$ cat src/rtl/clock_set_controller.sv
// Edit sequencer for the h:m:s counter: freeze, edit hour/minute, one-cycle load.
// Optional alarm fields and alarm_fire pulse under `define CLOCK_ALARM_EN.
module clock_set_controller #(
    parameter int TIMEOUT_S  = 30,
    parameter int REPEAT_DLY = 8,
    parameter int REPEAT_PER = 4
) (
    input  logic       clk,
    input  logic       rst,
    input  logic       tick_1hz,
    input  logic       btn_mode,
    input  logic       btn_inc,
    input  logic [4:0] cur_hour,
    input  logic [5:0] cur_minute,
    output logic       count_en,
    output logic       load,
    output logic [4:0] load_hour,
    output logic [5:0] load_minute,
    output logic [5:0] load_second,
    output logic       blink_hour,
    output logic       blink_minute,
    output logic       editing,
    output logic       alarm_fire
);

    localparam int IW = $clog2(TIMEOUT_S + 1);

    typedef enum logic [2:0] {
        RUN         = 3'd0,
        SET_HOUR    = 3'd1,
        SET_MIN     = 3'd2,
`ifdef CLOCK_ALARM_EN
        SET_AL_HOUR = 3'd3,
        SET_AL_MIN  = 3'd4,
`endif
        COMMIT      = 3'd5
    } state_t;

    state_t state_q, state_d;

    logic [4:0]    sh_h_q, sh_h_d;
    logic [5:0]    sh_m_q, sh_m_d;
    logic          inc_prev_q;
    logic [7:0]    rep_q, rep_d;
    logic          rpt_q, rpt_d;
    logic [IW-1:0] idle_q, idle_d;
    logic          phase_q, phase_d;

    logic          count_en_q;
    logic          load_q;
    logic [4:0]    load_hour_q;
    logic [5:0]    load_minute_q;
    logic          blink_hour_q;
    logic          blink_minute_q;
    logic          editing_q;

    logic inc_edge;
    logic inc_rep;
    logic inc;
    logic edit_st;
    logic activity;
    logic timeout;
    logic hour_fld_d;
    logic min_fld_d;

    function automatic logic [4:0] wrap_h(input logic [4:0] v);
        return (v == 5'd23) ? 5'd0 : v + 5'd1;
    endfunction

    function automatic logic [5:0] wrap_m(input logic [5:0] v);
        return (v == 6'd59) ? 6'd0 : v + 6'd1;
    endfunction

`ifdef CLOCK_ALARM_EN
    logic [4:0] al_h_q, al_h_d;
    logic [5:0] al_m_q, al_m_d;
    logic [4:0] ash_h_q, ash_h_d;
    logic [5:0] ash_m_q, ash_m_d;
    logic [5:0] min_prev_q;
    logic       fire_q;
    logic       fire_d;
`endif

    assign inc_edge = btn_inc & ~inc_prev_q;
    assign activity = btn_mode | btn_inc;

    always_comb begin
        edit_st = 1'b0;
        unique case (state_q)
            SET_HOUR,
`ifdef CLOCK_ALARM_EN
            SET_AL_HOUR,
            SET_AL_MIN,
`endif
            SET_MIN: edit_st = 1'b1;
            default: edit_st = 1'b0;
        endcase
    end

    // Auto-repeat: initial delay phase (rpt=0), then periodic phase (rpt=1)
    always_comb begin
        rep_d   = rep_q;
        rpt_d   = rpt_q;
        inc_rep = 1'b0;
        if (!btn_inc || !edit_st || btn_mode) begin
            rep_d = 8'd0;
            rpt_d = 1'b0;
        end else if (inc_edge) begin
            rep_d = 8'd1;
            rpt_d = 1'b0;
        end else if (!rpt_q) begin
            if (rep_q == 8'(REPEAT_DLY)) begin
                inc_rep = 1'b1;
                rpt_d   = 1'b1;
                rep_d   = 8'd1;
            end else begin
                rep_d = rep_q + 8'd1;
            end
        end else begin
            if (rep_q == 8'(REPEAT_PER)) begin
                inc_rep = 1'b1;
                rep_d   = 8'd1;
            end else begin
                rep_d = rep_q + 8'd1;
            end
        end
    end

    assign inc = edit_st & ~btn_mode & (inc_edge | inc_rep);

    assign timeout = edit_st & tick_1hz & ~activity
                   & (idle_q == IW'(TIMEOUT_S - 1));

    always_comb begin
        idle_d = idle_q;
        if (!edit_st || activity) begin
            idle_d = '0;
        end else if (tick_1hz) begin
            idle_d = idle_q + 1'b1;
        end
    end

    always_comb begin
        phase_d = phase_q;
        if (activity) begin
            phase_d = 1'b1;
        end else if (tick_1hz) begin
            phase_d = ~phase_q;
        end
    end

    always_comb begin
        state_d = state_q;
        sh_h_d  = sh_h_q;
        sh_m_d  = sh_m_q;
`ifdef CLOCK_ALARM_EN
        al_h_d  = al_h_q;
        al_m_d  = al_m_q;
        ash_h_d = ash_h_q;
        ash_m_d = ash_m_q;
`endif
        unique case (state_q)
            RUN: begin
                if (btn_mode) begin
                    state_d = SET_HOUR;
                    sh_h_d  = cur_hour;
                    sh_m_d  = cur_minute;
`ifdef CLOCK_ALARM_EN
                    ash_h_d = al_h_q;
                    ash_m_d = al_m_q;
`endif
                end
            end
            SET_HOUR: begin
                if (btn_mode) begin
                    state_d = SET_MIN;
                end else if (timeout) begin
                    state_d = RUN;
                end else if (inc) begin
                    sh_h_d = wrap_h(sh_h_q);
                end
            end
            SET_MIN: begin
                if (btn_mode) begin
`ifdef CLOCK_ALARM_EN
                    state_d = SET_AL_HOUR;
`else
                    state_d = COMMIT;
`endif
                end else if (timeout) begin
                    state_d = RUN;
                end else if (inc) begin
                    sh_m_d = wrap_m(sh_m_q);
                end
            end
`ifdef CLOCK_ALARM_EN
            SET_AL_HOUR: begin
                if (btn_mode) begin
                    state_d = SET_AL_MIN;
                end else if (timeout) begin
                    state_d = RUN;
                end else if (inc) begin
                    ash_h_d = wrap_h(ash_h_q);
                end
            end
            SET_AL_MIN: begin
                if (btn_mode) begin
                    state_d = COMMIT;
                    al_h_d  = ash_h_q;
                    al_m_d  = ash_m_q;
                end else if (timeout) begin
                    state_d = RUN;
                end else if (inc) begin
                    ash_m_d = wrap_m(ash_m_q);
                end
            end
`endif
            COMMIT:  state_d = RUN;
            default: state_d = RUN;
        endcase
    end

    always_comb begin
        hour_fld_d = (state_d == SET_HOUR);
        min_fld_d  = (state_d == SET_MIN);
`ifdef CLOCK_ALARM_EN
        hour_fld_d = hour_fld_d | (state_d == SET_AL_HOUR);
        min_fld_d  = min_fld_d  | (state_d == SET_AL_MIN);
`endif
    end

    always_ff @(posedge clk) begin
        if (rst) begin
            state_q        <= RUN;
            sh_h_q         <= '0;
            sh_m_q         <= '0;
            inc_prev_q     <= 1'b0;
            rep_q          <= '0;
            rpt_q          <= 1'b0;
            idle_q         <= '0;
            phase_q        <= 1'b1;
            count_en_q     <= 1'b1;
            load_q         <= 1'b0;
            load_hour_q    <= '0;
            load_minute_q  <= '0;
            blink_hour_q   <= 1'b0;
            blink_minute_q <= 1'b0;
            editing_q      <= 1'b0;
        end else begin
            state_q        <= state_d;
            sh_h_q         <= sh_h_d;
            sh_m_q         <= sh_m_d;
            inc_prev_q     <= btn_inc;
            rep_q          <= rep_d;
            rpt_q          <= rpt_d;
            idle_q         <= idle_d;
            phase_q        <= phase_d;
            count_en_q     <= (state_d == RUN);
            load_q         <= (state_d == COMMIT);
            if (state_d == COMMIT) begin
                load_hour_q   <= sh_h_d;
                load_minute_q <= sh_m_d;
            end
            blink_hour_q   <= hour_fld_d & ~phase_d;
            blink_minute_q <= min_fld_d & ~phase_d;
            editing_q      <= (state_d != RUN);
        end
    end

`ifdef CLOCK_ALARM_EN
    // Fire only on the cycle the minute changes onto the alarm time
    assign fire_d = (state_q == RUN)
                  & (cur_minute != min_prev_q)
                  & (cur_hour == al_h_q)
                  & (cur_minute == al_m_q);

    always_ff @(posedge clk) begin
        if (rst) begin
            al_h_q     <= '0;
            al_m_q     <= '0;
            ash_h_q    <= '0;
            ash_m_q    <= '0;
            min_prev_q <= '0;
            fire_q     <= 1'b0;
        end else begin
            al_h_q     <= al_h_d;
            al_m_q     <= al_m_d;
            ash_h_q    <= ash_h_d;
            ash_m_q    <= ash_m_d;
            min_prev_q <= cur_minute;
            fire_q     <= fire_d;
        end
    end

    assign alarm_fire = fire_q;
`else
    assign alarm_fire = 1'b0;
`endif

    assign count_en     = count_en_q;
    assign load         = load_q;
    assign load_hour    = load_hour_q;
    assign load_minute  = load_minute_q;
    assign load_second  = 6'd0;
    assign blink_hour   = blink_hour_q;
    assign blink_minute = blink_minute_q;
    assign editing      = editing_q;

endmodule

$ cat config.mk
export PLATFORM = sky130hd
export DESIGN_NAME = clock_set_controller
export DESIGN_NICKNAME = d
export VERILOG_FILES = /design/src/rtl/clock_set_controller.sv
export SDC_FILE = /design/constraint.sdc
export NUM_CORES = 1
export LEC_CHECK = 0
export CAP_MARGIN = 20
export CORE_ASPECT_RATIO = 1.2
export CORE_MARGIN = 2
export CORE_UTILIZATION = 52
export DETAILED_ROUTE_END_ITERATION = 6
export GPL_TIMING_DRIVEN = 0
export PLACE_DENSITY = 0.78
export SYNTH_ARGS = -nofsm -noshare
export SYNTH_HDL_FRONTEND = slang
export SYNTH_SLANG_ARGS = --single-unit
export TNS_END_PERCENT = 10
$ cat constraint.sdc
create_clock -name clk -period 3.7 [get_ports clk]
set_input_delay 1.11 -clock clk [delete_from_list [all_inputs] [get_ports clk]]
set_output_delay 1.11 -clock clk [all_outputs]
set_load 0.1 [all_outputs]
==> results.txt <==
Post-synth top area cell - dfxtp_1
H-tree lvl count - 2
DR DRC count - 0
FF+latch count, synth - 46
Hold_sp - load_hour[4]
Req. time, crit path - 2590 ps
Largest net degree at the start of global routing - 15
Post-synth EDFFs - 0
WP depth - 1
CTS tree - built
Crit path max-delay cell type - clkdlybuf4s50_1
Die area - 5250 um2
Slew Viols, Final - 0
CTS clk-pin slew, worst paths - 80 ps
All-Layer GR Usage - 22.2%
Crit Reg-Reg Startpoint - state_q[2]
CTS Buffer Depth - 2
RSZ-0062 raised after global routing - false
CP peak stage delay - 1140 ps
F_max - 344 MHz
GPL Wtd Cong - 0.863
Worst path top cell family by delay - buffers and inverters
CP max FO - 2
Die W - 66.5 um
# Max-Cap Violations - 0
Initial core utilization - 53.4%
Routed WL - 5.48 mm
First-pass GRT wire length - 9.05 mm
Routed Antenna Nets - 0
Mapped Area - 2430 um2
Initial antenna violation count - 0
N_diodes - 0
Final global-route overflow total - 0
Worst setup path start - load_hour[2]
Worst hold slack - 464 ps
Max-slew headroom - 35.3%
Final TNS setup - 0 ps
Number of DRC markers in iteration 0 - 181
Total power - 1110 uW
Register area share after synthesis - 37.8%
Status - finished, final reports clean
Post-synthesis cell count - 289
Worst r2r dst - load_hour[2]
R2r setup slk - 1700 ps
Drt wl/cell - 14.0 um
# setup viols final - 0
Commonest non-fill, non-tap cell in the layout - dfxtp_1
Power density cells - 378 nW/um2
DP Area - 2820 um2
Pleak - 0.00104 uW
CP startpoint kind - flop
Root Driver - clkbuf_8
Fin util - 64.2%
Reg2Reg Depth - 6
Via Count - 2209
# resized after CTS - 0
Vias per cell - 5.66
Clock Skews - 5.41 ps
IO buf count - 29
Crit path cell chain - clkdlybuf4s50_1
CP arrival - 1790 ps
Final Cycle Share - 78.5%
Post-cts hold buffer count - 0
CTS Buf Count - 5
Clock insertion delay at the later pin of the skew report - 300 ps
Layout cells sized above 1 - 10.2%
Final HPWL from detailed placement - 3.86 mm
Endpoint class of the critical path - primary output
Total core area - 4560 um2
Final min period - 2900 ps
Nets - 353
Drt first pass iters - 4
Main synth FF type - dfxtp_1
Die height - 78.9 um
Synth top area share - 37.8%
Final Cell Area - 2930 um2
Max VDD drop - 0.000405 V
Post-synth cell types - 51
Vias in the first global route - 1953
Slew of the pin with the lowest slew margin - 967 ps
Yosys warnings - 0
Std-Cell Rows - 27
Setup CP Type - reg -> out
Critical path endpoint - load_hour[2]
Average cell area after synthesis - 8.42 um2
Crit path buffers/inverters - 1
Synth async-reset ratio - 0%
Final-report hold violation count - 0
# IOs - 39
Most frequent cells in the layout - dfxtp_1 (46), nor2_1 (38), clkdlybuf4s50_1 (29)
Setup Buffers After CTS - 0
P&R area growth vs syn - 20.4%
Worst min path class - reg -> reg
Main area contributors after synthesis - dfxtp_1 (38%), nor2_1 (5.9%), a21oi_1 (5.3%)
CTS Sinks - 46
-- sequential cells by signal (all words and copies together) (netlist names) --
signal,cells
blink_hour,1
blink_minute,1
count_en,1
editing,1
idle_q,5
inc_prev_q,1
load,1
load_hour,5
load_minute,6
phase_q,1
rep_q,8
rpt_q,1
sh_h_q,5
sh_m_q,6
state_q,3
-- kinds of logic (layout without fill, tap and decap cells) --
group / after synthesis / in the layout / share of synthesized area [%]
AOI/OAI and AO/OA: 70 / 70 / 20.4
adders and majority gates: 6 / 6 / 3.08
muxes: 5 / 5 / 2.06
xor gates and xnor gates: 13 / 13 / 4.99
other: 1 / 7 / 0.154
and+or+nand+nor: 115 / 115 / 24.8
buffers and inverters: 33 / 70 / 6.73
DFF: 46 / 46 / 37.8
-- Yosys cell counts, types with 2 or more instances --
cell	count
nor2b_1	8
nand2b_1	9
ha_1	6
buf_2	5
and3_1	5
clkbuf_1	11
or2_2	4
buf_4	7
nand2_1	13
nor2_1	38
inv_1	9
a41oi_1	4
mux2i_1	5
o21ai_0	4
and3b_1	2
a31oi_1	3
nand4_1	3
a21oi_1	26
dfxtp_1	46
nor3_1	4
a21o_1	2
nand3b_1	3
o22a_1	3
nand3_1	18
xnor2_1	4
o22ai_1	6
xor2_1	8
a211oi_1	10
-- layer usage --
| metal | vias up | GRT usage [%] | routed length, um |
|---|---|---|---|
| met4 | 0 | 7.55 | 121 |
| met5 | - | 0 | 0 |
| met3 | 11 | 4.82 | 334 |
| li1 | 1093 | - | - |
| met1 | 1021 | 29.0 | 2370 |
| met2 | 84 | 35.9 | 2650 |
-- worst min path at each step --
stage	to	slack, ps	cells after the start
after global placement	load_hour[2]	450	2
after global routing	load_minute[4]	490	2
final	load_hour[4]	460	2
after detailed placement	load_minute[4]	450	2
after floorplan	rpt_q	460	2
after CTS	load_minute[4]	470	2
-- metrics by stage --
stage	cells	setup slack (ps)
after CTS	390	781
after floorplan	295	1460
after global placement	382	623
after global routing	390	736
after detailed placement	382	569
final	390	795
-- cell type report --
type                    instances  area (um2)
plain buffers                  24         130
clock buffers                   6        72.6
fillers                       417        1630
multi-input cells             216        1370
inverters                       9        33.8
clock inverters                 2        37.5
well taps                      58        72.6
flip-flops and latches         46         921
repair buffers                 29         290
-- power breakdown --
group | switching (uW) | total [uW] | internal, uW
Sequential | 17.7 | 528 | 511
Clock | 173 | 375 | 202
Combinational | 137 | 204 | 67.2
Note: power is estimated with default switching activity, not from simulation.
==> patch (config.mk and constraints unchanged) <==
Build with the macro `CLOCK_ALARM_EN` defined.
--- a/src/rtl/clock_set_controller.sv
+++ b/src/rtl/clock_set_controller.sv
@@ -1,5 +1,7 @@
 // Edit sequencer for the h:m:s counter: freeze, edit hour/minute, one-cycle load.
 // Optional alarm fields and alarm_fire pulse under `define CLOCK_ALARM_EN.
+`define CLOCK_ALARM_EN
+
 module clock_set_controller #(
     parameter int TIMEOUT_S  = 30,
     parameter int REPEAT_DLY = 8,
Formal check against the unedited RTL: not equivalent (Yosys sat finds a counterexample within 4 cycles, from zero or initial values and one cycle with rst high).
==> patch against the original RTL <==
Routed wire length up 100%. Combinational power rose by 46%. Via count rose by 74%. Total power increased by 75%. Synthesized area increased by 62%. Sequential cell count up 29. Clock power grew 110%. Final area up 57%. Setup slack worse by 0.47 ns. Register-to-register slack got worse by 0.34 ns. Count of clock-buffer cells in the layout up 3. Critical endpoint is now ash_h_q[1]. Largest power group unchanged. Highest routed layer unchanged.
==> patch: results (changes against the original RTL) <==
place:
  placed_area_mm2: 0.004365  # +55%
  port_buffers: 30  # +3.4%
  gp_congestion: 0.9521  # +10%
  place_hpwl_um: 7820  # +100%
yosys:
  synthTopCellsByCount: "dfxtp_1 (75), nand2_1 (52), nor2_1 (49)"
  synth.area.top_cells: "dfxtp_1 (38%), a21oi_1 (5.7%), nand2_1 (5.0%)"
  ys_seq_area_share_pct: 38.17  # +0.33 points
  synth_cell_types: 63  # +24%
final_layout:
  drive_above_1_share_pct: 6.494  # -3.7 points
  multi_input_area_mm2: 0.002232  # +63%
  final_nets: 558  # +58%
sta:
  relSlewSlack_pct: 33.98  # -1.4 points
  whs_ns: 0.4840  # +0.01963 ns
  fin_skew_ns: 0.01200  # +0.006588 ns
power:
  p_leak_nw: 1.596  # +53%
  ir_worst_vdd_mv: 0.3390  # -16%
drt:
  route.vias.total: 3837  # +74%
  drtPass1Iterations: 5  # +1
  wire_per_inst_um: 17.57  # +25%
critical_path:
  ff2ff_path_depth: 7  # +1
  worst-path-max-fanout: 10  # +8
  ff2ff_setup_slack_ns: 1.36  # -0.34 ns
  cpPeakStageDelay_ns: 0.70  # -0.44 ns
  timing.rr.end: "ash_m_q[5]"
  crit_arrival_ns: 3.61  # +1.82 ns
  reg2reg_from: "state_q[0]"
global_routing:
  grtUsageTotal_pct: 27.13  # +5.0 points
  grt_max_degree: 14  # -1
  grt_pass1_wl_um: 18070  # +100%
  grt_pass1_vias: 3621  # +85%
worst_hold_path:
  hold_path_end: "load_minute[5]"
  worstHoldStart: "load_minute[5]"
cts:
  clk_pin_slew_ns: 0.09
  cts_made_buffers: 9  # +4
  h-tree-depth: 3  # +1
  clock_latency_ns: 0.36  # +0.06 ns
run_status:
  outcome: "finished, final reports clean"
## patch: changes by cell type in the layout (fill, tap and decap cells not counted), sizes merged, moves of 7 or more
cell | unedited run | this run
dfxtp | 46 | 75
nand2 | 14 | 52
nor2 | 38 | 49
xnor2 | 4 | 12
xor2 | 9 | 16
clkbuf | 17 | 32
nor3 | 4 | 13
a21oi | 27 | 46
o21ai | 4 | 11
## patch: how the worst max path moves through the flow
stage | cells past startpoint | slack [ns] | startpoint | end
floorplan | 6 | 1.12 | btn_mode | sh_m_q[2]
global placement | 7 | 0.12 | btn_mode | load_minute[5]
detailed placement | 6 | 0.05 | btn_mode | ash_h_q[1]
CTS | 6 | 0.43 | btn_mode | ash_h_q[1]
global route | 6 | 0.20 | btn_mode | ash_h_q[1]
finish | 6 | 0.33 | btn_mode | ash_h_q[1]
## patch: cell families after synthesis
family | after synthesis | share of synthesized area [%]
XOR/XNOR | 28 | 6.234
other | 1 | 0.09533
AO/OA/AOI/OAI | 130 | 22.14
buffers and inverters | 48 | 5.566
flip-flops | 75 | 38.17
adder cells (fa/ha/maj) | 8 | 2.545
multiplexers | 1 | 0.2545
AND/OR/NAND/NOR | 197 | 25.00
## patch: final cells by class
type                            count  share of cell area [%]
Multi-Input combinational cell    370                   48.47
Sequential cell                    75                   32.60
Timing Repair Buffer               30                   6.520
Buffer                             34                   3.613
Clock buffer                        9                   2.689
Clock inverter                      7                   2.526
Tap cell                           90                   2.445
Inverter                           14                   1.141
## patch: per-layer routing
metal	GRT usage (%)	routed length (µm)	share of wire, %	vias to the layer above
li1	-	-	-	1832
met1	35.71	4718	43	1810
met2	44.04	5196	47	173
met3	6.639	887	8.0	22
met4	8.701	250	2.3	0
met5	0	0	0	-
## patch: stage by stage
stage	power (mW)	std cells	worst slack, ns
after global placement	1.168	613	0.1156
after global routing	2.001	629	0.2047
after floorplan	1.088	493	1.118
after CTS	1.930	629	0.4319
after detailed placement	1.175	613	0.04810
final	1.934	629	0.3284
## patch: critical path: cells and delay by family
kind	cells	cell delay, ns
AOI/OAI and AO/OA	1	0.44
buffers and inverters	3	1.59
and+or+nand+nor	2	0.46
## patch: where the power goes
group          leakage [nW]  internal, mW  switching (mW)
logic                 0.866        0.0990           0.199
clock network         0.119         0.447           0.323
registers             0.610         0.835          0.0318
total                  1.60          1.38           0.554
